==> src/rtl/raw_data_slice_pkg.sv <==
// raw_data_slice_pkg
//   Shared constants for the raw-data slice encode controller:
//   one-hot FSM state encodings, state width and the largest supported
//   slice count.
package raw_data_slice_pkg;

  localparam int STATE_W    = 3;
  localparam int MAX_SLICES = 16;

  localparam logic [STATE_W-1:0] ST_INIT   = 3'b001;
  localparam logic [STATE_W-1:0] ST_FETCH  = 3'b010;
  localparam logic [STATE_W-1:0] ST_ENCODE = 3'b100;

endpackage : raw_data_slice_pkg

==> src/rtl/raw_data_slice_prio_enc.sv <==
// raw_data_slice_prio_enc
//   Combinational lowest-set-bit finder over a NUM_SLICES-wide mask.
//   Ports:
//     vec  in   NUM_SLICES  candidate slice mask
//     idx  out  SEL_W       index of the lowest set bit (0 when vec is zero)
//     any  out  1           vec has at least one set bit
module raw_data_slice_prio_enc #(
  parameter int  NUM_SLICES = 4,
  localparam int SEL_W      = $clog2(NUM_SLICES)
) (
  input  logic [NUM_SLICES-1:0] vec,
  output logic [SEL_W-1:0]      idx,
  output logic                  any
);

  always_comb begin
    idx = '0;
    any = |vec;
    // Scan from the top down so the lowest set bit is the last one written.
    for (int i = NUM_SLICES - 1; i >= 0; i--) begin
      if (vec[i]) idx = SEL_W'(i);
    end
  end

endmodule : raw_data_slice_prio_enc

==> src/rtl/raw_data_slice_fsm.sv <==
// raw_data_slice_fsm
//   Pops one word from the show-ahead raw-data input FIFO and steers its
//   NUM_SLICES sub-word slices, lowest index first and one per cycle, into
//   the raw-data output FIFO via raw_data_sel. Stalls while the output FIFO
//   is full and pulses word_done when the word has been fully consumed.
//
//   Build option: RAW_DATA_SLICE_SKIP_EN
//     defined   - raw_data_in_wstrb selects which slices are emitted; an
//                 all-zero strobe drops the word (pop + word_done, no push).
//     undefined - every slice is emitted; raw_data_in_wstrb is ignored.
//
//   Ports:
//     clk                     in   system clock
//     reset                   in   synchronous, active-high reset
//     raw_data_in_fifo_empty  in   input FIFO empty (head valid when low)
//     raw_data_in_wstrb       in   per-slice valid mask of head word
//     raw_data_in_fifo_pop    out  pop data FIFO
//     raw_data_in_index_pop   out  pop index FIFO
//     raw_data_in_wstrb_pop   out  pop wstrb FIFO
//     raw_data_out_fifo_full  in   output FIFO full
//     raw_data_out_fifo_push  out  write selected slice to output FIFO
//     raw_data_out_fifo_clr   out  clear output FIFO
//     raw_data_out_index_clr  out  clear output index
//     raw_data_sel            out  slice select to datapath mux
//     word_done               out  pulse when the current word is consumed
//     busy                    out  high in any state other than FETCH
module raw_data_slice_fsm
  import raw_data_slice_pkg::*;
#(
  parameter int NUM_SLICES = 4,
  parameter int SEL_W      = $clog2(NUM_SLICES)
) (
  input  logic                  clk,
  input  logic                  reset,
  input  logic                  raw_data_in_fifo_empty,
  input  logic [NUM_SLICES-1:0] raw_data_in_wstrb,
  output logic                  raw_data_in_fifo_pop,
  output logic                  raw_data_in_index_pop,
  output logic                  raw_data_in_wstrb_pop,
  input  logic                  raw_data_out_fifo_full,
  output logic                  raw_data_out_fifo_push,
  output logic                  raw_data_out_fifo_clr,
  output logic                  raw_data_out_index_clr,
  output logic [SEL_W-1:0]      raw_data_sel,
  output logic                  word_done,
  output logic                  busy
);

  logic [STATE_W-1:0]    state_q;
  logic [STATE_W-1:0]    state_d;
  logic [NUM_SLICES-1:0] mask_q;
  logic [NUM_SLICES-1:0] mask_rem;
  logic [NUM_SLICES-1:0] eff_strobe;
  logic [SEL_W-1:0]      sel_q;
  logic [SEL_W-1:0]      first_idx;
  logic [SEL_W-1:0]      next_idx;
  logic                  first_any;
  logic                  next_any;
  logic                  pop;
  logic                  push;
  logic                  clr;

`ifdef RAW_DATA_SLICE_SKIP_EN
  assign eff_strobe = raw_data_in_wstrb;
`else
  logic unused_wstrb;
  assign unused_wstrb = ^raw_data_in_wstrb;
  assign eff_strobe   = '1;
`endif

  // Slices still owed once the slice currently selected has been pushed.
  assign mask_rem = mask_q & ~(NUM_SLICES'(1) << sel_q);

  raw_data_slice_prio_enc #(.NUM_SLICES(NUM_SLICES)) u_first_enc (
    .vec (eff_strobe),
    .idx (first_idx),
    .any (first_any)
  );

  raw_data_slice_prio_enc #(.NUM_SLICES(NUM_SLICES)) u_next_enc (
    .vec (mask_rem),
    .idx (next_idx),
    .any (next_any)
  );

  always_comb begin
    state_d      = state_q;
    pop          = 1'b0;
    push         = 1'b0;
    clr          = 1'b0;
    word_done    = 1'b0;
    raw_data_sel = '0;
    busy         = 1'b1;
    case (state_q)
      ST_INIT: begin
        clr     = 1'b1;
        state_d = ST_FETCH;
      end
      ST_FETCH: begin
        busy = 1'b0;
        if (!raw_data_in_fifo_empty) begin
          pop = 1'b1;
          if (first_any) state_d   = ST_ENCODE;
          else           word_done = 1'b1;
        end
      end
      ST_ENCODE: begin
        raw_data_sel = sel_q;
        if (!raw_data_out_fifo_full) begin
          push = 1'b1;
          if (!next_any) begin
            word_done = 1'b1;
            state_d   = ST_FETCH;
          end
        end
      end
      default: begin
        // Corrupted one-hot encoding: recover through INIT, drive nothing.
        state_d = ST_INIT;
      end
    endcase
    // Reset silences every output regardless of the current state.
    if (reset) begin
      pop          = 1'b0;
      push         = 1'b0;
      clr          = 1'b0;
      word_done    = 1'b0;
      raw_data_sel = '0;
      busy         = 1'b0;
    end
  end

  assign raw_data_in_fifo_pop   = pop;
  assign raw_data_in_index_pop  = pop;
  assign raw_data_in_wstrb_pop  = pop;
  assign raw_data_out_fifo_push = push;
  assign raw_data_out_fifo_clr  = clr;
  assign raw_data_out_index_clr = clr;

  always_ff @(posedge clk) begin
    if (reset) begin
      state_q <= ST_INIT;
      mask_q  <= '0;
      sel_q   <= '0;
    end else begin
      state_q <= state_d;
      if (pop) begin
        mask_q <= eff_strobe;
        sel_q  <= first_idx;
      end else if (push) begin
        mask_q <= mask_rem;
        if (next_any) sel_q <= next_idx;
      end
    end
  end

endmodule : raw_data_slice_fsm

==> config.mk <==
export PLATFORM = sky130hd
export DESIGN_NAME = raw_data_slice_fsm
export DESIGN_NICKNAME = d
export VERILOG_FILES = /design/src/rtl/raw_data_slice_pkg.sv /design/src/rtl/raw_data_slice_prio_enc.sv /design/src/rtl/raw_data_slice_fsm.sv
export SDC_FILE = /design/constraint.sdc
export NUM_CORES = 1
export LEC_CHECK = 0
export ABC_AREA = 0
export BUFFER_PORTS_ARGS = -buffer_cell sky130_fd_sc_hd__buf_2
export CAP_MARGIN = 15
export CORE_AREA = 2 2 39 41
export CTS_CLUSTER_SIZE = 28
export DETAILED_ROUTE_END_ITERATION = 7
export DIE_AREA = 0 0 41 43
export GPL_TIMING_DRIVEN = 0
export HOLD_SLACK_MARGIN = 0.1
export PLACE_DENSITY = 0.68
export SLEW_MARGIN = 20
export SYNTH_ARGS = -nofsm -noshare
export SYNTH_HDL_FRONTEND = slang
export SYNTH_SLANG_ARGS = --single-unit
==> constraint.sdc <==
create_clock -name clk -period 5.9 [get_ports clk]
set_input_delay 1.475 -clock clk [delete_from_list [all_inputs] [get_ports clk]]
set_output_delay 1.475 -clock clk [all_outputs]
set_load 0.1 [all_outputs]
==> results.json, run 1 <==
{
  "clock-sinks": 9,
  "final_cell_mix": "buf_2 (12), nor2_1 (9), dfxtp_1 (9)",
  "clkLatencyLatePin_ns": 0.26,
  "hold_violations": 0,
  "cts_resized": 0,
  "cts_hold_buf": 0,
  "critPathTopFamily": "buffers and inverters",
  "r2r_cells": 5,
  "tns_ns": 0,
  "skew_ns": 0.001653,
  "worstSetupPathType": "in -> out",
  "post_cts_buffers": 0,
  "multi_input_area_um2": 369.1,
  "synth_area_um2": 608.1,
  "grt_pass1_vias": 567,
  "cp_num_buf_inv": 4,
  "core_area_um2": 1384,
  "worst_setup_path_end_kind": "primary output",
  "grt-ovfl-total": 0,
  "fin_crit_sh_pct": 74.31,
  "cts_max_level": 1,
  "clockBufferDepth": 2,
  "rsz0062_at_grt": "no",
  "final_max_slew_viol_count": 0,
  "antenna_found_initial": 0,
  "crit_slowest_cell": "or3_2",
  "diodes": 0,
  "p_leak_nw": 0.2698,
  "reg2reg_to": "sel_q[0]",
  "clockRootBuffer": "clkbuf_4",
  "power.density_nw_per_um2": 230.3,
  "num_io_pins": 18,
  "worst-path-max-fanout": 6,
  "fmax_mhz": 228.1,
  "final_cells": 107,
  "relSlewSlack_pct": 67.74,
  "placed_cells": 103,
  "start_util_pct": 43.94,
  "route.detailed.drc": 0,
  "max-vdd-ir-drop_uv": 150.7,
  "syn-instance-count": 75,
  "crit_top_cell": "buf_2",
  "final_nets": 100,
  "wl_met1_um": 600,
  "setup_viol": 0,
  "min_period_ns": 4.384,
  "synth-edff-count": 0,
  "post-dp-hpwl_um": 1005,
  "async_reset_ff_share_pct": 0,
  "rrSetupSlack_ns": 4.06,
  "grt_max_degree": 11,
  "postRouteAntennaNets": 0,
  "die_h_um": 43,
  "top_layer": "met4",
  "fillCellCount": 143,
  "required_ns": 4.43,
  "worst_pin_slew_ns": 0.4872,
  "status": "complete, no violations",
  "synth_nets": 83,
  "synth_flop_cell": "dfxtp_1",
  "wl_met2_um": 673,
  "yosysWarnings": 0,
  "hold_class": "reg -> reg",
  "synth_cell_types": 30,
  "clk_pin_slew_ns": 0.06,
  "ys_ff_latch": 9,
  "critPathMaxStageDelay_ns": 0.43,
  "drive_gt1_share_pct": 30.77,
  "cts_buffers": 3,
  "layout.cells.most_common": "buf_2",
  "die_x_um": 41,
  "avgViaCountPerCell": 5.477,
  "place_congestion": 0.7894,
  "wirelength_um": 1355,
  "grt_pass1_wl_um": 2311,
  "worstHoldEndpoint": "mask_q[3]",
  "path_cells": "buf_2 > or3_2 > clkbuf_1 > nor2_1 > buf_4 > buf_2",
  "hold_start": "mask_q[3]",
  "cts_tree": "built",
  "register_area_um2": 180.2,
  "maxCapViolCount": 0,
  "dr_wl_met3_um": 48,
  "firstDrtPassIters": 4,
  "track_usage_pct": 19.07,
  "syn_to_final_growth_pct": 18.31,
  "startpoint_type": "input port",
  "io_buffers": 12,
  "placementRows": 14,
  "dieArea_um2": 1763,
  "syn-mean-instance-area_um2": 8.108,
  "drt_iter0_markers": 8,
  "yosysSeqAreaShare_pct": 29.63,
  "vias": 586,
  "hold_depth": 2,
  "cp.arrival_ns": 2.91,
  "route.detailed.wl_per_inst_um": 12.66,
  "r2r-start": "sel_q[1]"
}
-- power by group --
group          leakage (nW)  switching [mW]  internal [mW]
clock network        0.0150          0.0230         0.0262
registers            0.0733         0.00420         0.0644
logic                 0.182          0.0355         0.0125
-- cells by family after synthesis --
group / count (synthesis) / synth area share (%)
AO/OA/AOI/OAI: 21 / 22.63
multiplexers: 2 / 3.292
flip-flops: 9 / 29.63
buffers and inverters: 10 / 10.49
AND/OR/NAND/NOR: 33 / 33.95
-- layer usage --
layer,GRT usage [%],vias to the layer above
li1,-,306
met1,22.55,263
met2,30.94,12
met3,3.141,5
met4,10.00,0
met5,0,-
-- how the worst max path moves through the flow --
stage                      startpoint                    end  slack (ns)  cells past startpoint
2_1_floorplan  raw_data_out_fifo_full              word_done        0.28                      3
3_3_place_gp   raw_data_in_fifo_empty  raw_data_in_index_pop        1.53                      6
3_5_place_dp   raw_data_in_fifo_empty  raw_data_in_wstrb_pop        1.52                      6
4_1_cts        raw_data_in_fifo_empty  raw_data_in_wstrb_pop        1.51                      6
5_1_grt        raw_data_in_fifo_empty  raw_data_in_wstrb_pop        1.44                      6
6_report       raw_data_in_fifo_empty  raw_data_in_wstrb_pop        1.52                      6
-- sequential cells by signal, summed over array words and instances, names as in the netlist --
signal	count
mask_q	4
state_q	3
sel_q	2
-- synth_stat cells, types with 2 or more instances --
| master | instances | area [µm²] |
|---|---|---|
| nand2_1 | 2 | 7.510 |
| nor2_1 | 9 | 33.78 |
| mux2i_1 | 2 | 20.02 |
| a21oi_1 | 8 | 40.04 |
| dfxtp_1 | 9 | 180.2 |
| nor3_1 | 5 | 25.02 |
| clkbuf_1 | 5 | 18.77 |
| buf_6 | 2 | 22.52 |
| o21ai_0 | 3 | 15.01 |
| nor3b_1 | 2 | 15.01 |
| buf_4 | 3 | 22.52 |
| o31ai_1 | 2 | 15.01 |
| or4b_2 | 2 | 20.02 |
| o21bai_1 | 2 | 15.01 |
| nand2b_1 | 4 | 25.02 |
-- layout make-up --
cell class	count	share of cell area, %
multi-input combinational	56	51.30
sequential	9	25.04
buffer	10	8.870
timing repair buffer	12	8.348
clock buffer	4	3.652
tap	16	2.783
-- through the flow --
step	worst slack (ns)	area, µm²	util, %	hold slack, ns	power (mW)
2_1_floorplan	0.2759	613.1	-	0.4857	0.1104
3_3_place_gp	1.525	693.2	50.09	0.5202	0.1172
3_5_place_dp	1.516	693.2	50.09	0.5312	0.1179
4_1_cts	1.511	719.4	51.99	0.5399	0.1671
5_1_grt	1.445	719.4	51.99	0.5709	0.1746
6_report	1.516	719.4	51.99	0.5414	0.1657
-- worst reg2reg max path: cells and delay by family, from the launching register on --
| kind | cells | cell delay [ns] |
|---|---|---|
| and+or+nand+nor | 3 | 0.86 |
| buffers and inverters | 1 | 0.37 |
| DFF | 1 | 0.36 |
| AOI/OAI and AO/OA | 1 | 0.18 |
(Power assumes the default switching activity.)
==> run 2: changes to the inputs <==
- clock period: 5.9 -> 4.49 ns (I/O delays scaled with it)
==> run 2 against run 1 <==
Against the previous run:
- worst setup slack got worse by 0.66 ns
- sequential share of layout area is 0.26 points lower
- register-to-register slack lost 1.5 ns
- sequential cell count unchanged
- total power is 31% higher
- wire length rose by 1.0%
- global-route usage fell by 0.24 points
- final area grew 1.0%
- critical path type unchanged
- critical endpoint is now raw_data_in_index_pop
- largest power group unchanged
- highest routed layer unchanged
==> results.json, run 2 (synthesis gave the netlist of run 1 again) <==
{
  "syn_to_final_growth_pct": 19.55,
  "min_period_ns": 3.638,
  "worst-path-max-fanout": 6,
  "final_cell_mix": "buf_2 (12), dfxtp_1 (9), nor2_1 (8), a21oi_1 (8), clkbuf_1 (6)",
  "rsz0062_at_grt": "no",
  "top_regs": "mask_q (4), state_q (3), sel_q (2)",
  "drive_gt1_share_pct": 32.97,
  "worstSetupPathType": "in -> out",
  "clockBufferDepth": 2,
  "clk_pin_slew_ns": 0.06,
  "track_usage_pct": 18.83,
  "final_nets": 100,
  "pre_cts_ws_ns": 0.8444,
  "firstDrtPassIters": 4,
  "placementRows": 14,
  "core_area_um2": 1384,
  "post-dp-hpwl_um": 1024,
  "clock-sinks": 9,
  "cp.arrival_ns": 2.52,
  "avgViaCountPerCell": 5.804,
  "clkLatencyLatePin_ns": 0.26,
  "p_leak_nw": 0.2702,
  "regMostFlops": "mask_q",
  "wirelength_um": 1369,
  "cts_max_level": 1,
  "max-vdd-ir-drop_uv": 185.9,
  "grt-ovfl-total": 0,
  "path_cells": "buf_2 > or3_2 > clkbuf_1 > nor2_2 > buf_4 > buf_2",
  "layout.cells.most_common": "buf_2",
  "io_buffers": 12,
  "worst_slack_ns": 0.8517,
  "start_util_pct": 43.94,
  "stdcell_area_um2": 726.9,
  "clockRootBuffer": "clkbuf_4",
  "grt_max_degree": 11,
  "startpoint_type": "input port",
  "grtUsageMet2_pct": 30.31,
  "hold_start": "mask_q[3]",
  "r2r_cells": 4,
  "drt_iter0_markers": 11,
  "dieArea_um2": 1763,
  "route.detailed.drc": 0,
  "grtUsageMet3_pct": 3.141,
  "postRouteAntennaNets": 0,
  "relSlewSlack_pct": 67.68,
  "die_x_um": 41,
  "antenna_found_initial": 0,
  "cts_resized": 0,
  "cts_tree": "built",
  "r2r-start": "mask_q[3]",
  "met1_usage_pct": 23.38,
  "die_h_um": 43,
  "route.detailed.wl_per_inst_um": 12.79,
  "fin_crit_sh_pct": 81.03,
  "place_congestion": 0.7680,
  "fin_util_pct": 52.53,
  "grt_pass1_wl_um": 2311,
  "crit_top_cell": "buf_2",
  "grt_pass1_vias": 527,
  "tns_ns": 0,
  "hold_class": "reg -> reg",
  "cts_hold_buf": 0,
  "hold_depth": 2,
  "worst_setup_path_end_kind": "primary output",
  "worst_pin_slew_ns": 0.4881,
  "cts_buffers": 3,
  "fmax_mhz": 274.9,
  "post_cts_buffers": 0,
  "gr-max-usage-layer": "met2",
  "crit_start": "raw_data_in_fifo_empty",
  "largest_register_ffs": 4,
  "maxCapViolCount": 0,
  "diodes": 0,
  "power.density_nw_per_um2": 298.7,
  "setup_viol": 0,
  "final_max_slew_viol_count": 0,
  "required_ns": 3.37,
  "vias": 621,
  "hold_violations": 0,
  "fillCellCount": 144,
  "crit_slowest_cell": "or3_2",
  "num_io_pins": 18,
  "placed_cell_area_um2": 700.7,
  "status": "complete, no violations",
  "skew_ns": 0.001683,
  "critPathMaxStageDelay_ns": 0.43
}
run 2: cell counts in the layout (fill, tap and decap cells not counted):
No cell type changed its count.
run 2: area by class of cell:
cell class                 count  area, µm²  area share (%)
timing repair buffer          12      60.06           8.262
sequential                     9      180.2           24.78
clock buffer                   4      26.28           3.614
buffer                        10      63.81           8.778
tap                           16      20.02           2.754
multi-input combinational     56      376.6           51.81
run 2: final timing paths:
kind	end	slack, ns
worst max-delay path	raw_data_in_index_pop	0.85
worst min-delay path	mask_q[3]	0.54
worst max register to register	state_q[2]	2.60
worst min register to register	mask_q[3]	0.54
run 2: power by group:
part / internal (mW) / switching (mW) / total (mW)
Combinational: 0.0164 / 0.0472 / 0.0636
Sequential: 0.0846 / 0.00584 / 0.0904
Clock: 0.0343 / 0.0288 / 0.0630
run 2: per-layer routing:
metal  up-vias  share of wire (%)
met2        15                 51
met5         -                  0
met3         2                3.5
li1        307                  -
met1       297                 44
met4         0               0.73
run 2: per-stage QoR:
stage / power, mW / hold slack [ns] / instances
floorplan: 0.1455 / 0.4857 / 75
detailed placement: 0.1555 / 0.5272 / 103
global route: 0.2311 / 0.5804 / 107
global placement: 0.1548 / 0.5185 / 103
CTS: 0.2179 / 0.5397 / 107
finish: 0.2171 / 0.5409 / 107
run 2: critical path: cells and delay by family:
family	cells	cell delay [ns]
buffers and inverters	4	0.82
and+or+nand+nor	2	0.57
==> run 3: changes to the inputs <==
- CORE_AREA: 2 2 39 41 -> unset
- CORE_UTILIZATION: unset -> 44
- DIE_AREA: 0 0 41 43 -> unset
- clock period: 4.49 -> 3.15 ns (I/O delays scaled with it)
==> run 3 against run 2 <==
Against the previous run:
- total power up 44%
- wire length down 2.5%
- non-clock buffer count unchanged
- final area up 2.4%
- sequential cell count unchanged
- global-route usage up 2.2 points
- clock skew down 0.00061 ns
- count of clock-buffer cells in the layout unchanged
- via count down 5.5%
==> results.json, run 3 (synthesis gave the netlist of run 1 again) <==
{
  "setup_viol": 0,
  "crit_slowest_cell": "or4b_2",
  "drt_iter0_markers": 9,
  "start_util_pct": 47.32,
  "post-dp-hpwl_um": 968.7,
  "p_leak_nw": 0.2694,
  "num_io_pins": 18,
  "relSlewSlack_pct": 58.63,
  "critPathMaxStageDelay_ns": 0.67,
  "fin_crit_sh_pct": 95.42,
  "placed_cell_area_um2": 715.7,
  "cts_max_level": 1,
  "stdcell_area_um2": 744.5,
  "syn_to_final_growth_pct": 22.43,
  "worst_setup_path_end_kind": "primary output",
  "track_usage_pct": 21.03,
  "skew_ns": 0.001072,
  "worstSetupPathType": "reg -> out",
  "maxCapViolCount": 0,
  "route.detailed.drc": 0,
  "cts_hold_buf": 0,
  "clk_pin_slew_ns": 0.06,
  "status": "complete, no violations",
  "top_regs": "mask_q (4), state_q (3), sel_q (2)",
  "path_cells": "or4b_2 > a31oi_1 > nor2_1 > nor3_2 > clkbuf_4",
  "hold_ws_ns": 0.5327,
  "wirelength_um": 1335,
  "grt-ovfl-total": 0,
  "placementRows": 13,
  "clockBufferDepth": 2,
  "route.detailed.wl_per_inst_um": 12.59,
  "grt_pass1_wl_um": 2201,
  "dieArea_um2": 1535,
  "final_cell_mix": "buf_2 (11), dfxtp_1 (9), a21oi_1 (8)",
  "fmax_mhz": 332.7,
  "die_x_um": 39.18,
  "core_area_um2": 1285,
  "required_ns": 2.36,
  "grtUsageMet3_pct": 3.468,
  "cts_buffers": 3,
  "grt_max_degree": 11,
  "cp.depth": 5,
  "diodes": 0,
  "io_buffers": 12,
  "worst_pin_slew_ns": 0.6206,
  "fillCellCount": 119,
  "rrSetupSlack_ns": 1.29,
  "drive_gt1_share_pct": 35.16,
  "power.density_nw_per_um2": 420.8,
  "r2r_cells": 4,
  "worst_slack_ns": 0.1443,
  "hold_violations": 0,
  "max-vdd-ir-drop_uv": 228.8,
  "cp_num_buf_inv": 1,
  "crit_start": "mask_q[3]",
  "pre_cts_ws_ns": 0.1696,
  "min_period_ns": 3.006,
  "rsz0062_at_grt": "no",
  "regMostFlops": "mask_q",
  "final_max_slew_viol_count": 0,
  "clock-sinks": 9,
  "largest_register_ffs": 4,
  "placed_cells": 102,
  "r2r-start": "mask_q[3]",
  "critPathTopFamily": "simple AND/OR/NAND/NOR gates",
  "setup.worst_path.end": "word_done",
  "postRouteAntennaNets": 0,
  "place_congestion": 0.6816,
  "cp.arrival_ns": 2.22,
  "clockRootBuffer": "clkbuf_4",
  "firstDrtPassIters": 3,
  "register_area_um2": 180.2,
  "cts_resized": 0,
  "gr-max-usage-layer": "met2",
  "antenna_found_initial": 0,
  "die_h_um": 39.18,
  "multi_input_area_um2": 392.9,
  "grt_pass1_vias": 518,
  "worst-path-max-fanout": 6,
  "hold_class": "reg -> reg",
  "reg2reg_to": "state_q[2]",
  "final_cells": 106,
  "final_nets": 100,
  "post_cts_buffers": 0,
  "avgViaCountPerCell": 5.538,
  "grtUsageMet2_pct": 35.00,
  "cts_tree": "built",
  "clkLatencyLatePin_ns": 0.26,
  "vias": 587,
  "met1_usage_pct": 26.74,
  "startpoint_type": "register",
  "layout.cells.most_common": "buf_2"
}
[run 3: metal layers]
layer / vias to the layer above / wire length, µm
li1: 307 / -
met1: 269 / 651
met4: 0 / 17
met3: 4 / 26
met5: - / 0
met2: 7 / 641
[run 3: layout make-up]
cell class | instances | share of cell area (%)
sequential | 9 | 24.20
timing repair buffer | 12 | 8.403
buffer | 10 | 8.571
tap | 15 | 2.521
clock buffer | 4 | 3.529
multi-input combinational | 56 | 52.77
[run 3: worst min-delay path: stages, from the launching register on]
cell     delay [ns]
dfxtp_1        0.34
o21ai_0        0.08
a21oi_1        0.06
[run 3: through the flow]
step	total power, mW	util [%]	TNS [ns]
after global routing	0.3300	57.94	0
after CTS	0.3138	57.74	0
after floorplan	0.2105	-	-2.055
after global placement	0.2235	55.70	0
after detailed placement	0.2249	55.70	0
final	0.3133	57.94	0
[run 3: how the worst min path moves through the flow]
stage | slack (ns) | from | endpoint | cells after the start
2_1_floorplan | 0.49 | mask_q[0] | mask_q[0] | 2
5_1_grt | 0.58 | mask_q[3] | mask_q[3] | 2
6_report | 0.53 | mask_q[3] | mask_q[3] | 2
3_3_place_gp | 0.52 | mask_q[0] | mask_q[0] | 2
4_1_cts | 0.53 | mask_q[3] | mask_q[3] | 2
3_5_place_dp | 0.52 | mask_q[3] | mask_q[3] | 2
[run 3: report_power, final]
part           internal [mW]  switching [mW]
logic                 0.0244          0.0697
clock network         0.0489          0.0418
registers              0.121         0.00799
total                  0.194           0.119
